**src/rtl/cmos_cap_pkg.sv**
```systemverilog
// Shared types and constants for the camera capture front-end.
package cmos_cap_pkg;

  // Capture control states: idle, skipping settling frames, capturing.
  typedef enum logic [1:0] {
    IDLE = 2'd0,
    WAIT = 2'd1,
    RUN  = 2'd2
  } cap_state_t;

  // Decimation selector encoding (both axes).
  localparam logic [1:0] DECIM_NONE  = 2'd0;  // keep every pixel
  localparam logic [1:0] DECIM_2     = 2'd1;  // keep every 2nd
  localparam logic [1:0] DECIM_4     = 2'd2;  // keep every 4th
  localparam logic [1:0] DECIM_4_ALT = 2'd3;  // aliases DECIM_4

  // Default coordinate / crop field width.
  localparam int CW_DEFAULT = 13;

  // Pixel word width for a given byte count.
  function automatic int pix_w(input int bpp);
    return 8 * bpp;
  endfunction

  // Low offset bits that must be zero for a sample to be kept.
  function automatic logic [1:0] decim_mask(input logic [1:0] decim);
    case (decim)
      DECIM_NONE: return 2'b00;
      DECIM_2:    return 2'b01;
      default:    return 2'b11;  // DECIM_4 and DECIM_4_ALT
    endcase
  endfunction

endpackage

```
**src/rtl/cmos_pix_pack.sv**
```systemverilog
// Byte-to-pixel packer: shifts DVP bytes in MSB-first and flags each
// completed pixel one cycle after its last byte.
module cmos_pix_pack
  import cmos_cap_pkg::*;
#(
  parameter int BPP = 2
) (
  input  logic             clk,
  input  logic             rst,
  input  logic             byte_valid,
  input  logic [7:0]       byte_in,
  input  logic             line_end,
  output logic             pix_done,
  output logic [8*BPP-1:0] pix_word,
  output logic             partial
);

  localparam int PIX_W = pix_w(BPP);
  localparam int CNT_W = (BPP > 1) ? $clog2(BPP) : 1;
  localparam logic [CNT_W-1:0] CNT_LAST = CNT_W'(BPP - 1);

  logic [CNT_W-1:0] cnt;
  logic [PIX_W-1:0] acc;

  // Byte counter and shift register; a line end drops any partial pixel.
  // NOTE: sequential state uses non-blocking assignments so every register
  // samples the pre-edge values regardless of statement order.
  always_ff @(posedge clk or posedge rst) begin
    if (rst) begin
      cnt      <= '0;
      acc      <= '0;
      pix_done <= 1'b0;
    end else begin
      pix_done <= 1'b0;
      if (line_end) begin
        cnt <= '0;
      end else if (byte_valid) begin
        acc <= (acc << 8) | PIX_W'(byte_in);
        if (cnt == CNT_LAST) begin
          cnt      <= '0;
          pix_done <= 1'b1;
        end else begin
          cnt <= cnt + CNT_W'(1);
        end
      end
    end
  end

  // After BPP shifts the accumulator holds exactly one whole pixel.
  assign pix_word = acc;
  assign partial  = (cnt != '0);

endmodule

```
**src/rtl/cmos_capture_win.sv**
```systemverilog
// Camera capture front-end: frame settling, whole-frame capture, run-time
// crop window and decimation, all in the pixel-clock domain.
module cmos_capture_win
  import cmos_cap_pkg::*;
#(
  parameter int BPP         = 2,
  parameter int WAIT_FRAMES = 10,
  parameter int CW          = CW_DEFAULT
) (
  input  logic             clk,
  input  logic             rst,
  input  logic             cam_vsync,
  input  logic             cam_href,
  input  logic [7:0]       cam_data,
  input  logic             enable,
  input  logic [CW-1:0]    crop_x0,
  input  logic [CW-1:0]    crop_y0,
  input  logic [CW-1:0]    crop_w,
  input  logic [CW-1:0]    crop_h,
  input  logic [1:0]       decim,
  output logic             frame_vsync,
  output logic             frame_href,
  output logic             pix_valid,
  output logic [8*BPP-1:0] pix_data,
  output logic [15:0]      frame_cnt,
  output logic             frame_done,
  output logic             line_err
);

  localparam int PIX_W = pix_w(BPP);
  localparam logic [7:0]    WAIT_LAST = 8'(WAIT_FRAMES);
  localparam logic [CW-1:0] X_MAX     = '1;

  // Registered camera inputs and their one-cycle-older copies.
  logic       vs_r, vs_p, hr_r, hr_p;
  logic [7:0] d_r;
  logic       vsync_rise, href_fall;

  // Control state.
  cap_state_t state, state_nxt;
  logic [7:0] wait_cnt;
  logic       run, wait_clr, wait_inc, close_frame, close_q;

  // Per-frame shadow of the window controls.
  logic [CW-1:0] sx0, sy0, sw, sh;
  logic [1:0]    smask;

  // Pixel path.
  logic             pix_done, partial;
  logic [PIX_W-1:0] pix_word;
  logic [CW-1:0]    x, y, dx, dy;
  logic [CW:0]      x_ext, y_ext, x_lo, y_lo, x_hi, y_hi;
  logic             in_win, emit;

  // Input stage: one register on every camera signal, plus edge history.
  always_ff @(posedge clk or posedge rst) begin
    if (rst) begin
      vs_r <= 1'b0;
      vs_p <= 1'b0;
      hr_r <= 1'b0;
      hr_p <= 1'b0;
      d_r  <= '0;
    end else begin
      vs_r <= cam_vsync;
      vs_p <= vs_r;
      hr_r <= cam_href;
      hr_p <= hr_r;
      d_r  <= cam_data;
    end
  end

  assign vsync_rise = vs_r & ~vs_p;
  assign href_fall  = hr_p & ~hr_r;

  // State register.
  always_ff @(posedge clk or posedge rst) begin
    if (rst) state <= IDLE;
    else     state <= state_nxt;
  end

  // Next-state logic; transitions only happen at a frame start.
  // NOTE: the default assignment first keeps this purely combinational;
  // a path that skips state_nxt would otherwise infer a latch.
  always_comb begin
    state_nxt = state;
    if (vsync_rise) begin
      case (state)
        IDLE: if (enable) state_nxt = (WAIT_FRAMES == 0) ? RUN : WAIT;
        WAIT: begin
          if (!enable)                          state_nxt = IDLE;
          else if (wait_cnt + 8'd1 == WAIT_LAST) state_nxt = RUN;
        end
        RUN:  if (!enable) state_nxt = IDLE;
        default: state_nxt = IDLE;
      endcase
    end
  end

  // State-decoded controls.
  always_comb begin
    run         = (state == RUN);
    wait_clr    = (state == IDLE);
    wait_inc    = (state == WAIT);
    close_frame = vsync_rise && (state == RUN);
  end

  // Settling-frame counter, cleared on leaving IDLE.
  always_ff @(posedge clk or posedge rst) begin
    if (rst) begin
      wait_cnt <= '0;
    end else if (vsync_rise) begin
      if (wait_clr)      wait_cnt <= '0;
      else if (wait_inc) wait_cnt <= wait_cnt + 8'd1;
    end
  end

  // Window controls are frozen at each frame start.
  always_ff @(posedge clk or posedge rst) begin
    if (rst) begin
      sx0   <= '0;
      sy0   <= '0;
      sw    <= '0;
      sh    <= '0;
      smask <= '0;
    end else if (vsync_rise) begin
      sx0   <= crop_x0;
      sy0   <= crop_y0;
      sw    <= crop_w;
      sh    <= crop_h;
      smask <= decim_mask(decim);
    end
  end

  cmos_pix_pack #(.BPP(BPP)) u_pack (
    .clk        (clk),
    .rst        (rst),
    .byte_valid (hr_r),
    .byte_in    (d_r),
    .line_end   (href_fall),
    .pix_done   (pix_done),
    .pix_word   (pix_word),
    .partial    (partial)
  );

  // Window test in CW+1 bits so origin + size cannot wrap.
  assign x_ext  = {1'b0, x};
  assign y_ext  = {1'b0, y};
  assign x_lo   = {1'b0, sx0};
  assign y_lo   = {1'b0, sy0};
  assign x_hi   = x_lo + {1'b0, sw};
  assign y_hi   = y_lo + {1'b0, sh};
  assign dx     = x - sx0;
  assign dy     = y - sy0;
  assign in_win = (x_ext >= x_lo) && (x_ext < x_hi) &&
                  (y_ext >= y_lo) && (y_ext < y_hi) &&
                  ((dx & CW'(smask)) == '0) &&
                  ((dy & CW'(smask)) == '0);
  assign emit   = pix_done && run && in_win;

  // Pixel coordinates; the last pixel of a line is judged before x clears,
  // and the line closes before a coincident frame start clears y.
  always_ff @(posedge clk or posedge rst) begin
    if (rst) begin
      x <= '0;
      y <= '0;
    end else begin
      if (href_fall)                      x <= '0;
      else if (pix_done && (x != X_MAX))  x <= x + CW'(1);

      if (vsync_rise)                                  y <= '0;
      else if (href_fall && ((x != '0) || pix_done))   y <= y + CW'(1);
    end
  end

  // Sticky flag for a line that ended inside a pixel.
  always_ff @(posedge clk or posedge rst) begin
    if (rst)                        line_err <= 1'b0;
    else if (href_fall && partial)  line_err <= 1'b1;
  end

  // Output stage: pixels and gated syncs share the same two-cycle latency.
  always_ff @(posedge clk or posedge rst) begin
    if (rst) begin
      pix_valid   <= 1'b0;
      pix_data    <= '0;
      frame_vsync <= 1'b0;
      frame_href  <= 1'b0;
    end else begin
      pix_valid   <= emit;
      if (emit) pix_data <= pix_word;
      frame_vsync <= vs_p && run;
      frame_href  <= hr_p && run;
    end
  end

  // Frame completion, delayed one cycle to line up with frame_vsync.
  always_ff @(posedge clk or posedge rst) begin
    if (rst) begin
      close_q    <= 1'b0;
      frame_done <= 1'b0;
      frame_cnt  <= '0;
    end else begin
      close_q    <= close_frame;
      frame_done <= close_q;
      if (close_q) frame_cnt <= frame_cnt + 16'd1;
    end
  end

endmodule

```
**config.mk**
```make
export PLATFORM = sky130hd
export DESIGN_NAME = cmos_capture_win
export DESIGN_NICKNAME = d
export VERILOG_FILES = /design/src/rtl/cmos_cap_pkg.sv /design/src/rtl/cmos_pix_pack.sv /design/src/rtl/cmos_capture_win.sv
export SDC_FILE = /design/constraint.sdc
export NUM_CORES = 1
export LEC_CHECK = 0
export CORE_MARGIN = 2
export CORE_UTILIZATION = 24
export CTS_CLUSTER_DIAMETER = 50
export DETAILED_ROUTE_END_ITERATION = 12
export PLACE_DENSITY = 0.41
export SYNTH_ARGS = -nofsm -noshare
export SYNTH_HDL_FRONTEND = slang
export SYNTH_SLANG_ARGS = --single-unit
```
**constraint.sdc**
```tcl
create_clock -name clk -period 6.9 [get_ports clk]
set_clock_uncertainty 0.15 [all_clocks]
set_input_delay 1.035 -clock clk [delete_from_list [all_inputs] [get_ports clk]]
set_output_delay 1.035 -clock clk [all_outputs]
set_load 0.02 [all_outputs]
```
==> results.py, run 1 <==
metrics = {
    "run_status": {
        "status": "finished, final reports clean",
    },
    "placed_design": {
        "place.gp.congestion": 0.8033,
        "port_buffers": 103,
        "pre_cts_ws_ns": 2.415,
        "place_hpwl_mm": 16.31,
    },
    "clocking": {
        "h-tree-depth": 4,
        "insertion_delay_ns": 0.43,
        "clk_pin_slew_worst_paths_ns": 0.07,
        "cts_tree": "built",
        "post_cts_buffers": 0,
        "holdBufCountCts": 0,
        "clock-sinks": 158,
        "cts_resized": 0,
        "cts_buffers": 17,
        "root_buffer": "clkbuf_16",
        "cts.path.max_buffers": 2,
    },
    "logic_synthesis": {
        "netlist_instances": 874,
        "synth_seq_cells": 158,
        "synth_ff_type": "dfrtp_1",
        "synth.most_common_cell": "dfrtp_1",
        "synth_commonest_cells": "158 x dfrtp_1, 152 x nand2_1, 82 x ha_1, 63 x o21ai_0, 47 x nor2_1",
        "ys_async_sr_fraction_pct": 100.0,
        "yosysUniqueCellTypes": 56,
        "synth_area_sq_um": 8631,
        "syn_avg_cell_area_sq_um": 9.875,
        "synth_top_area_share_pct": 45.81,
        "yosys.area.top_type": "dfrtp_1",
        "ys_seq_area_share_pct": 45.81,
        "synthTopCellsByArea": "dfrtp_1 46%, ha_1 12%, nand2_1 6.6%",
        "syn-num-nets": 1025,
        "synth-edff-count": 0,
        "yosys_warnings": 0,
    },
    "die": {
        "die_w_um": 193.6,
        "core_sq_um": 35480,
        "ios": 104,
        "core.rowCount": 69,
        "start_util_pct": 24.32,
        "dieArea_sq_um": 37490,
        "die-height_um": 193.6,
    },
    "setup_path": {
        "cp-end-kind": "flop",
        "crit_family": "compound AO/OA/AOI/OAI gates",
        "critPathArrivalTime_ns": 4.63,
        "crit_buf_inv": 1,
        "crit_top_cell": "ha_1",
        "cp.depth": 18,
        "slowest_stage": "nand4_4",
        "path_class": "reg2reg",
        "cp-start-kind": "flop",
        "slowest_delay_ns": 0.48,
        "cp_max_fo": 17,
        "cp_cell_sequence": "ha_1, inv_1, fa_1, nor2b_1, o21a_1, o21ai_0, a2111oi_0, or3_1, a21oi_1, xor2_1, ha_1, a2111oi_2, o21ai_1, a21oi_2, a211oi_2, o41ai_2, nand4_4, mux2_4",
        "ff2ff_path_depth": 18,
        "cp.required_ns": 7.06,
    },
    "timing": {
        "timing.final.ws_setup_ns": 2.435,
        "hold_viol_final": 0,
        "relSlewSlack_pct": 42.32,
        "fin_crit_sh_pct": 64.71,
        "setup_tns_ns": 0,
        "fin_crit_ns": 4.465,
        "tightest_slew_ns": 0.8653,
        "rsz0062_at_grt": "no",
        "fmax_mhz": 224.0,
        "slew_viol_final": 0,
        "setup_viol": 0,
    },
    "routing": {
        "wl_mm": 22.33,
        "drtIter0Drc": 260,
        "via_per_inst": 4.435,
        "antenna_left": 0,
        "wl_per_cell_um": 15.33,
        "drcViolationCount": 0,
        "detail_route.first_pass.iterations": 4,
        "vias": 6462,
    },
    "global_routing": {
        "grt_start_max_net_pins": 82,
        "grt_busiest_layer": "met2",
        "grt-ovfl-total": 0,
        "grt_pass1_vias": 6647,
        "grt_pass1_wl_mm": 36.71,
        "antenna_found_initial": 4,
        "use_met1_pct": 17.56,
        "grt_usage_pct": 12.36,
        "met3_usage_pct": 4.088,
        "use_met2_pct": 18.11,
    },
    "cells_and_area": {
        "multiInputGateArea_sq_um": 4439,
        "fin_util_pct": 30.32,
        "area.growth.synth_to_final_pct": 24.64,
        "layout-drive-gt1-share_pct": 8.165,
        "regArea_sq_um": 3954,
        "fillers": 3703,
        "nets": 1130,
    },
    "power": {
        "p_per_area_nw_per_um2": 233.9,
        "p_leak_nw": 4.932,
        "fin_total_pwr_mw": 2.516,
        "vdd_drop_max_mv": 0.1757,
    },
    "min_path": {
        "hold_path_class": "reg2reg",
        "holdPathStages": 0,
    },
    "job": {
        "max-cap-violations": 0,
    },
}
==> per-stage QoR <==
step	instances	hold slack (ns)	area, sq um
final	1457	0.2654	10760
after global routing	1453	0.2895	10750
after detailed placement	1421	0.2488	10200
after CTS	1453	0.2664	10750
after floorplan	874	0.2177	8631
after global placement	1421	0.2519	10200
==> cell usage in the layout (no fill, tap or decap), types with 3 or more instances in the layout <==
cell type / synthesis / final
dfrtp_1: 158 / 158
a21oi_1: 44 / 44
a211oi_1: 6 / 6
diode_2: 0 / 4
a21o_1: 15 / 15
ha_1: 82 / 82
or3_1: 8 / 8
xnor2_1: 26 / 26
o31ai_1: 6 / 6
clkbuf_16: 0 / 17
o21bai_1: 3 / 3
nor3_1: 16 / 16
nor4_1: 3 / 3
nand4_1: 19 / 19
o21a_1: 5 / 5
inv_6: 0 / 6
and3_1: 6 / 6
nor2_1: 47 / 47
mux2_4: 9 / 9
o21ai_0: 63 / 63
clkinvlp_4: 0 / 4
clkdlybuf4s50_1: 0 / 103
a211o_1: 3 / 3
nand2_1: 152 / 152
xor2_1: 32 / 32
nand3_1: 25 / 25
nor2b_1: 9 / 8
nand2b_1: 8 / 8
buf_4: 0 / 5
mux2_2: 25 / 25
and2_1: 7 / 7
a31oi_1: 3 / 3
inv_1: 41 / 40
==> logic make-up (layout without fill, tap and decap cells) <==
group | after synthesis | count (layout) | share of synthesized area (%)
DFF | 158 | 158 | 45.81
adders and majority gates | 84 | 84 | 12.35
AOI/OAI and AO/OA | 170 | 170 | 12.12
xor gates and xnor gates | 58 | 58 | 5.886
and+or+nand+nor | 306 | 306 | 16.05
buffers and inverters | 63 | 181 | 2.841
other | 0 | 4 | 0
muxes | 35 | 35 | 4.943
==> state kept, by name, summed over array words and instances, names as in the netlist, 2 cells and up <==
register / count
state: 2
sh: 13
y: 13
pix_data: 16
d_r: 8
sy0: 13
smask: 2
u_pack.pix_word: 16
sx0: 13
x: 13
frame_cnt: 16
wait_cnt: 8
sw: 13
==> final timing paths <==
check	startpoint	end	slack, ns
worst max-delay path	sy0[0]$_DFFE_PP0P_	pix_data[7]$_DFFE_PP0P_	2.43
worst min-delay path	vs_r$_DFF_PP0_	vs_p$_DFF_PP0_	0.27
worst max register to register	sy0[0]$_DFFE_PP0P_	pix_data[7]$_DFFE_PP0P_	2.43
worst min register to register	vs_r$_DFF_PP0_	vs_p$_DFF_PP0_	0.27
max in group asynchronous	rst	sy0[8]$_DFFE_PP0P_	4.43
min in group asynchronous	rst	hr_r$_DFF_PP0_	0.90
==> final cells by class <==
type | count | area share (%)
multi-input combinational | 653 | 41.27
sequential | 158 | 36.75
timing repair buffer | 108 | 9.933
tap | 461 | 5.362
clock buffer | 19 | 4.117
inverter | 41 | 1.477
clock inverter | 13 | 1.000
antenna | 4 | 0.09305
==> layer usage <==
metal  wire, um  up-vias
li1           -     3255
met1      11280     3080
met2       9487      110
met3       1332       13
met4        192        4
met5         33        -
==> report_power, final <==
group | internal [mW] | total [mW] | switching (mW)
sequential | 0.996 | 1.06 | 0.0625
clock | 0.478 | 0.897 | 0.418
combinational | 0.251 | 0.560 | 0.310
(Power assumes the default switching activity.)
==> run 2, diff against run 1 <==
==> constraint.sdc (replaced) <==
create_clock -name clk -period 4.5 [get_ports clk]
set_clock_uncertainty 0.15 [all_clocks]
set_input_delay 0.675 -clock clk [delete_from_list [all_inputs] [get_ports clk]]
set_output_delay 0.675 -clock clk [all_outputs]
set_load 0.02 [all_outputs]
==> run 2 against run 1 <==
Net effect:
- maximum frequency grew 5.9%
- global-route usage decreased by 0.053 points
- highest routed layer unchanged
- design area rose by 0.77%
- sequential power is 53% higher
- critical path type unchanged
- core utilization is 0.23 points higher
- register-to-register slack lost 2.2 ns
- wire length down 0.40%
==> results.py, run 2 (synthesized netlist as in run 1, its figures left out) <==
metrics = {
    "run_status": {
        "status": "finished, final reports clean",
    },
    "cells_and_area": {
        "fillers": 3731,
        "final_cell_mix": "158 x dfrtp_1, 152 x nand2_1, 103 x clkdlybuf4s50_1",
        "layout-drive-gt1-share_pct": 8.652,
        "instances_no_fill": 1458,
        "area.growth.synth_to_final_pct": 25.60,
        "design_area_sq_um": 10840,
        "final_common_cell": "dfrtp_1",
        "fin_util_pct": 30.55,
        "nets": 1132,
    },
    "clocking": {
        "cts.path.max_buffers": 2,
        "cts_tree": "built",
        "holdBufCountCts": 0,
        "insertion_delay_ns": 0.43,
        "clk_pin_slew_worst_paths_ns": 0.07,
        "clock-sinks": 158,
        "h-tree-depth": 4,
        "root_buffer": "clkbuf_16",
        "cts_buffers": 17,
    },
    "timing": {
        "rsz0062_at_grt": "no",
        "slew_viol_final": 0,
        "setup_viol": 0,
        "hold_viol_final": 0,
        "timing.final.ws_setup_ns": 0.2839,
        "holdWs_ns": 0.2949,
        "fmax_mhz": 237.2,
        "setup_tns_ns": 0,
        "fin_crit_ns": 4.216,
        "relSlewSlack_pct": 44.19,
        "tightest_slew_ns": 0.8372,
        "fin_crit_sh_pct": 93.69,
    },
    "setup_path": {
        "slowest_stage": "fa_1",
        "timing.critical_path.from": "sy0[0]$_DFFE_PP0P_",
        "regToRegSetupSlack_ns": 0.28,
        "cp-end-kind": "flop",
        "slowest_delay_ns": 0.40,
        "cp.required_ns": 4.66,
        "cp-start-kind": "flop",
        "r2r_end": "pix_data[4]$_DFFE_PP0P_",
        "cp_max_fo": 17,
        "endpoint": "pix_data[4]$_DFFE_PP0P_",
        "path_class": "reg2reg",
        "cp_cell_sequence": "ha_2, inv_1, fa_1, nor2b_1, o21a_1, o21ai_0, a2111oi_2, or3_1, a21oi_1, xor2_1, ha_1, a2111oi_4, o21ai_1, a21oi_2, a211oi_2, o41ai_2, nand4_4, buf_12, mux2_4",
        "ff2ff_path_depth": 19,
        "critPathArrivalTime_ns": 4.38,
        "r2r-start": "sy0[0]$_DFFE_PP0P_",
    },
    "global_routing": {
        "use_met1_pct": 17.54,
        "grt_busiest_layer": "met1",
        "grt_usage_pct": 12.30,
        "grt_pass1_wl_mm": 36.62,
        "antenna_found_initial": 7,
        "grt_pass1_vias": 6655,
        "use_met2_pct": 17.51,
        "met3_usage_pct": 3.983,
        "grt-ovfl-total": 0,
        "grt_start_max_net_pins": 108,
    },
    "die": {
        "core.rowCount": 69,
        "ios": 104,
        "start_util_pct": 24.32,
        "die_w_um": 193.6,
        "dieArea_sq_um": 37490,
        "core_sq_um": 35480,
        "die-height_um": 193.6,
    },
    "routing": {
        "via_per_inst": 4.391,
        "wl_mm": 22.24,
        "drcViolationCount": 0,
        "wl_per_cell_um": 15.25,
        "antenna_left": 0,
        "detail_route.first_pass.iterations": 4,
        "vias": 6402,
        "drtIter0Drc": 236,
    },
    "placed_design": {
        "place.gp.congestion": 0.7998,
        "place_hpwl_mm": 16.18,
        "dp_cells": 1422,
        "pre_cts_ws_ns": 0.2187,
        "port_buffers": 103,
        "placed_cell_area_sq_um": 10230,
    },
    "min_path": {
        "hold_path_class": "reg2reg",
        "holdPathStages": 0,
    },
    "job": {
        "max-cap-violations": 0,
    },
    "power": {
        "fin_total_pwr_mw": 3.923,
        "p_per_area_nw_per_um2": 361.9,
        "p_leak_nw": 4.956,
        "vdd_drop_max_mv": 0.2584,
    },
}
run 2: area by class of cell:
cell class | count | area (sq um) | area share, %
antenna | 3 | 7.507 | 0.06925
multi-input combinational | 653 | 4466 | 41.19
clock buffer | 19 | 442.9 | 4.086
timing repair buffer | 110 | 1109 | 10.23
clock inverter | 13 | 127.6 | 1.177
sequential | 158 | 3954 | 36.47
inverter | 41 | 157.7 | 1.454
tap | 461 | 576.8 | 5.321
run 2: worst max-delay path: cells and delay by family (launching register included):
family	cells	cell delay [ns]
xor gates and xnor gates	1	0.15
adders and majority gates	3	0.83
and+or+nand+nor	3	0.45
DFF	1	0.38
muxes	1	0.30
buffers and inverters	2	0.25
AOI/OAI and AO/OA	9	1.56
run 2: worst min-delay path by stage:
stage / from / endpoint / slack (ns)
floorplan: vs_r$_DFF_PP0_ / vs_p$_DFF_PP0_ / 0.22
global placement: vs_r$_DFF_PP0_ / vs_p$_DFF_PP0_ / 0.30
detailed placement: vs_r$_DFF_PP0_ / vs_p$_DFF_PP0_ / 0.30
CTS: vs_r$_DFF_PP0_ / vs_p$_DFF_PP0_ / 0.32
global route: vs_r$_DFF_PP0_ / vs_p$_DFF_PP0_ / 0.33
finish: vs_r$_DFF_PP0_ / vs_p$_DFF_PP0_ / 0.29
run 2: routing by layer:
| layer | vias to the layer above | wire [um] |
|---|---|---|
| met3 | 22 | 1311 |
| met2 | 111 | 9170 |
| met1 | 3012 | 11360 |
| li1 | 3251 | - |
| met4 | 6 | 365 |
| met5 | - | 36 |
run 2: report_power, final:
part           internal (mW)  switching (mW)  leakage, nW  total (mW)
clock                  0.787           0.640        0.265        1.43
sequential              1.53          0.0969         2.04        1.62
combinational          0.391           0.481         2.66       0.871
total                   2.71            1.22         4.96        3.92
run 2: timing repair:
item                       4_1_cts  5_1_grt
setup endpoints to repair        0       16
setup buffers                    0        1
gates resized for setup          0        5
